File: src/rtl/alu_share_arbiter.sv
// -----------------------------------------------------------------------------
// alu_share_arbiter
//   Shares one single-cycle ALU between two requesters. A round-robin grant
//   picks one request, its operands are registered and drive the ALU for one
//   cycle, and the ALU result and Zero flag are captured and returned with the
//   requester ID. Only one operation is in flight at a time
//   (IDLE -> EXEC -> RESP -> IDLE).
//
// Ports
//   clk, rst_n                   clock, asynchronous active-low reset
//   req0_* / req1_*              valid/ready request channels with a, b, ctrl
//   alu_srca/alu_srcb/alu_ctrl   registered operands to the shared ALU
//   alu_result/alu_zero          combinational ALU outputs
//   resp_valid/resp_ready        response handshake
//   resp_id/resp_result/resp_zero  response payload
//   ops_done                     completed responses, wraps
// -----------------------------------------------------------------------------
module alu_share_arbiter #(
   parameter int DATA_WIDTH  = 32,
   parameter int COUNT_WIDTH = 16
) (
   input  logic                   clk,
   input  logic                   rst_n,
   input  logic                   req0_valid,
   output logic                   req0_ready,
   input  logic [DATA_WIDTH-1:0]  req0_a,
   input  logic [DATA_WIDTH-1:0]  req0_b,
   input  logic [2:0]             req0_ctrl,
   input  logic                   req1_valid,
   output logic                   req1_ready,
   input  logic [DATA_WIDTH-1:0]  req1_a,
   input  logic [DATA_WIDTH-1:0]  req1_b,
   input  logic [2:0]             req1_ctrl,
   output logic [DATA_WIDTH-1:0]  alu_srca,
   output logic [DATA_WIDTH-1:0]  alu_srcb,
   output logic [2:0]             alu_ctrl,
   input  logic [DATA_WIDTH-1:0]  alu_result,
   input  logic                   alu_zero,
   output logic                   resp_valid,
   input  logic                   resp_ready,
   output logic                   resp_id,
   output logic [DATA_WIDTH-1:0]  resp_result,
   output logic                   resp_zero,
   output logic [COUNT_WIDTH-1:0] ops_done
);

   typedef enum logic [1:0] {
      IDLE = 2'd0,
      EXEC = 2'd1,
      RESP = 2'd2
   } state_t;

   state_t                  state_reg;
   logic                    last_grant_reg;
   logic                    id_reg;
   logic [DATA_WIDTH-1:0]   op_a_reg;
   logic [DATA_WIDTH-1:0]   op_b_reg;
   logic [2:0]              op_ctrl_reg;
   logic [DATA_WIDTH-1:0]   result_reg;
   logic                    zero_reg;
   logic                    resp_valid_reg;
   logic [COUNT_WIDTH-1:0]  ops_done_reg;

   logic                    grant_any;
   logic                    grant_id;
   logic                    accept;

   // Round-robin: a lone requester wins outright; on contention the one
   // that was not granted last time wins.
   always_comb begin
      grant_any = req0_valid | req1_valid;
      grant_id  = 1'b0;
      if (req0_valid && req1_valid)
         grant_id = ~last_grant_reg;
      else if (req1_valid)
         grant_id = 1'b1;
   end

   // Readies are gated by rst_n so every output reads 0 while reset is held.
   assign req0_ready = rst_n & (state_reg == IDLE) & grant_any & ~grant_id;
   assign req1_ready = rst_n & (state_reg == IDLE) & grant_any &  grant_id;
   assign accept     = req0_ready | req1_ready;

   always_ff @(posedge clk or negedge rst_n) begin
      if (!rst_n) begin
         state_reg      <= IDLE;
         last_grant_reg <= 1'b1;
         id_reg         <= 1'b0;
         op_a_reg       <= '0;
         op_b_reg       <= '0;
         op_ctrl_reg    <= '0;
         result_reg     <= '0;
         zero_reg       <= 1'b0;
         resp_valid_reg <= 1'b0;
         ops_done_reg   <= '0;
      end else begin
         case (state_reg)
            IDLE: begin
               if (accept) begin
                  op_a_reg       <= grant_id ? req1_a    : req0_a;
                  op_b_reg       <= grant_id ? req1_b    : req0_b;
                  op_ctrl_reg    <= grant_id ? req1_ctrl : req0_ctrl;
                  id_reg         <= grant_id;
                  last_grant_reg <= grant_id;
                  state_reg      <= EXEC;
               end
            end
            EXEC: begin
               // Operand registers have driven the ALU for this whole cycle.
               result_reg     <= alu_result;
               zero_reg       <= alu_zero;
               resp_valid_reg <= 1'b1;
               state_reg      <= RESP;
            end
            RESP: begin
               if (resp_ready) begin
                  resp_valid_reg <= 1'b0;
                  ops_done_reg   <= ops_done_reg + 1'b1;
                  state_reg      <= IDLE;
               end
            end
            default: state_reg <= IDLE;
         endcase
      end
   end

   assign alu_srca    = op_a_reg;
   assign alu_srcb    = op_b_reg;
   assign alu_ctrl    = op_ctrl_reg;
   assign resp_valid  = resp_valid_reg;
   assign resp_id     = id_reg;
   assign resp_result = result_reg;
   assign resp_zero   = zero_reg;
   assign ops_done    = ops_done_reg;

endmodule
File: config.mk
export PLATFORM = sky130hd
export DESIGN_NAME = alu_share_arbiter
export DESIGN_NICKNAME = d
export VERILOG_FILES = /design/src/rtl/alu_share_arbiter.sv
export SDC_FILE = /design/constraint.sdc
export NUM_CORES = 1
export LEC_CHECK = 0
export BUFFER_PORTS_ARGS = -buffer_cell sky130_fd_sc_hd__buf_2
export CORE_AREA = 2 2 115 117
export DETAILED_ROUTE_END_ITERATION = 12
export DIE_AREA = 0 0 117 119
export GPL_TIMING_DRIVEN = 1
export PLACE_DENSITY = 0.72
export SYNTH_ARGS = -nofsm -noshare
export SYNTH_HDL_FRONTEND = slang
export SYNTH_SLANG_ARGS = --single-unit
File: constraint.sdc
create_clock -name clk -period 4.5 [get_ports clk]
set_input_delay 0.675 -clock clk [delete_from_list [all_inputs] [get_ports clk]]
set_output_delay 0.675 -clock clk [all_outputs]
set_load 0.005 [all_outputs]
==> results by group <==
Timing
  – Rel. slew slack: 0.478
  – Minimum clock period: 2.90 ns
  – RSZ-0062 raised after global routing: false
  – Setup TNS: 0 ns
  – Slew @ Worst Pin: 0.784 ns
  – Max-slew violation count: 0
  – Crit share post-route: 0.644
  – Skew final: 0.00843 ns
  – Hold_ws: 0.429 ns
  – Achievable Freq: around 340 MHz
  – Hold Fails Final Rpt: 0
  – Final setup viols: 0

Detailed routing
  – DR vias: 4342
  – Drt total wl: 13600 microns
  – DRT iter0 DRCs: between 400 and 500
  – # DRC: 0
  – Via density: ~5
  – WL/cell: about 16 microns
  – Post-DRT Antenna Nets: 0
  – TritonRoute pass-1 iters: 9

Layout
  – Layout fillers: around 1100
  – ANT cells: 0
  – Layout cells sized above 1: 0.545
  – Multi-input logic area: about 0.0014 sq mm
  – Final Instance Area: around 0.0071 sq mm
  – Total Nets Final: about 840
  – Register area: 0.00303 sq mm
  – Area delta synth->final: 45.3%

Floorplan
  – Die Y: 119 microns
  – Initial Utilization: 0.378
  – Ports: 292
  – FP Rows: 42
  – Die area: 0.0139 sq mm
  – Core area: 0.0129 sq mm
  – Die Span X: roughly 120 microns

Critical path
  – Crit path max fanout: 27
  – CP Launch Type: register
  – Worst-path cell chain: nor3b_1 > and3_2 > buf_2
  – Arrival @ worst endpoint: 2.22 ns
  – Crit end category: output pin
  – Crit Path Class: register to output pin
  – Internal reg-to-reg setup slack: 1.98 ns
  – Crit path capture: req1_ready
  – Slowest CP cell: and3_2
  – Reg2reg path depth: 5
  – Max incr delay on CP: 0.66 ns
  – FF-to-FF End: alu_srca[20]
  – Crit. Startpoint: state_reg[1]
  – Required @ worst endpoint: 3.83 ns
  – Reg2Reg Launch Point: state_reg[1]

Placed design
  – Placed Area: ~0.0065 sq mm
  – Port bufs: 291
  – Placer Congestion: 0.766
  – Post-DP HPWL: 9820 microns

Clock network
  – # clock sinks: 121
  – Number of CTS-inserted buffers: 17
  – Post-CTS Resized: 0
  – Clock latency at the later pin of the worst-skew pair: 0.41 ns
  – Cts-stage hold buffer count: 0
  – CTS tree: yes
  – Clock slew at reported path FFs: 0.06 ns
  – H-tree lvl count: 4
  – Maximum clock insertion buffer count: 2
  – Setup bufs post-CTS: 0
  – CTS Root Cell: clkbuf_16

Synth
  – Async set-reset flop share out of synthesis: 1.00
  – Top cells by area, synth: dfrtp_1, a222oi_1, mux2_2
  – Netlist cell types: 29
  – Warning count from the yosys run: 0
  – Syn nets: 546
  – Top cell type's share of synthesized area: 0.618
  – Register area share after synthesis: 0.623
  – Post-Syn Area: slightly below 0.005 sq mm
  – Post-Syn Instances: 373
  – Top-count cell post-synth: dfrtp_1
  – Flops & latches, synth: 121
  – Post-synth EDFFs: 0
  – Post-synth top cells: dfrtp_1, inv_1, a222oi_1
  – Dominant cell type by area after synthesis: dfrtp_1
  – Ys flop type: dfrtp_1
  – Syn avg cell area: between 10 and 15 sq um

Worst hold path
  – Worst hold path type: primary input to async pin

Job
  – Max_cap viols: 0

GRT
  – Vias in the first global route: 4320
  – Initial antenna violation count: 0
  – Tot GR Track Use: 0.194
  – Largest net degree at the start of global routing: between 60 and 70
  – Total global routing overflow: 0
  – First-pass GRT wire length: 20900 microns

Power and ir drop
  – Max rail drop VDD: 0.000300 V
  – Power per Cell Area: 638 mW/mm^2
  – Pleak: 3.97 nW

Status
  – Outcome: finished clean
## how the worst min path moves through the flow
stage / slack (ns) / startpoint / cells after the start / endpoint
after floorplan: 0.38 / rst_n / 0 / alu_ctrl[0]
after CTS: 0.46 / rst_n / 2 / ops_done[12]
final: 0.43 / rst_n / 2 / ops_done[12]
after global placement: 0.45 / ops_done[15] / 1 / ops_done[15]
after global routing: 0.48 / alu_result[19] / 2 / resp_result[19]
after detailed placement: 0.46 / resp_id / 1 / resp_id
## through the flow
stage / worst slack [ns] / utilization / instances / power, W
global route: 1.47 / 0.548 / 850 / 0.00480
CTS: 1.56 / 0.548 / 850 / 0.00456
floorplan: 2.46 / - / 373 / 0.00243
finish: 1.60 / 0.548 / 850 / 0.00451
global placement: 1.80 / 0.502 / 819 / 0.00309
detailed placement: 1.68 / 0.502 / 819 / 0.00316
## power by group
part           leakage, nW  switching (W)  total, W  internal [W]
Sequential            1.49       0.000275   0.00183       0.00156
Combinational         2.20       0.000596   0.00130      0.000704
Clock                0.284       0.000477   0.00137      0.000896
Total                 3.97        0.00135   0.00451       0.00316
## placed cells by master, fill, tap and decap left out, drive strengths merged, types with 3 or more instances in the layout
cell,instances
a222oi,67
and3,5
buf,297
bufinv,3
clkbuf,20
clkinv,4
clkinvlp,4
dfrtp,120
inv,71
mux2,34
nand2,4
nand3,5
nand4,3
xnor2,11
xor2,4
## cell families after synthesis
logic type | synth area share
DFF | 0.623
buffers and inverters | 0.0844
AOI/OAI and AO/OA | 0.144
muxes | 0.0788
and+or+nand+nor | 0.0399
xor gates and xnor gates | 0.0270
adders and majority gates | 0.00257
## worst max-delay path: cells and delay by family (launching register included)
kind                   cells  cell delay [ns]
and+or+nand+nor            2             1.15
DFF                        1             0.46
buffers and inverters      1             0.22
## area by class of cell
cell class | count | share of cell area
Sequential cell | 121 | 0.429
Inverter | 71 | 0.0377
Clock buffer | 20 | 0.0647
Tap cell | 176 | 0.0312
Multi-Input combinational cell | 154 | 0.204
Timing Repair Buffer | 297 | 0.213
Clock inverter | 11 | 0.0209
## layer usage
layer | GRT usage | wire length [microns] | vias up
met3 | 0.0539 | 951 | 29
met5 | 0 | 0 | -
met2 | 0.333 | 6990 | 234
met4 | 0.0868 | 333 | 0
met1 | 0.223 | 5290 | 2121
li1 | - | - | 1958
No activity file was read; power rests on OpenSTA's default activity.
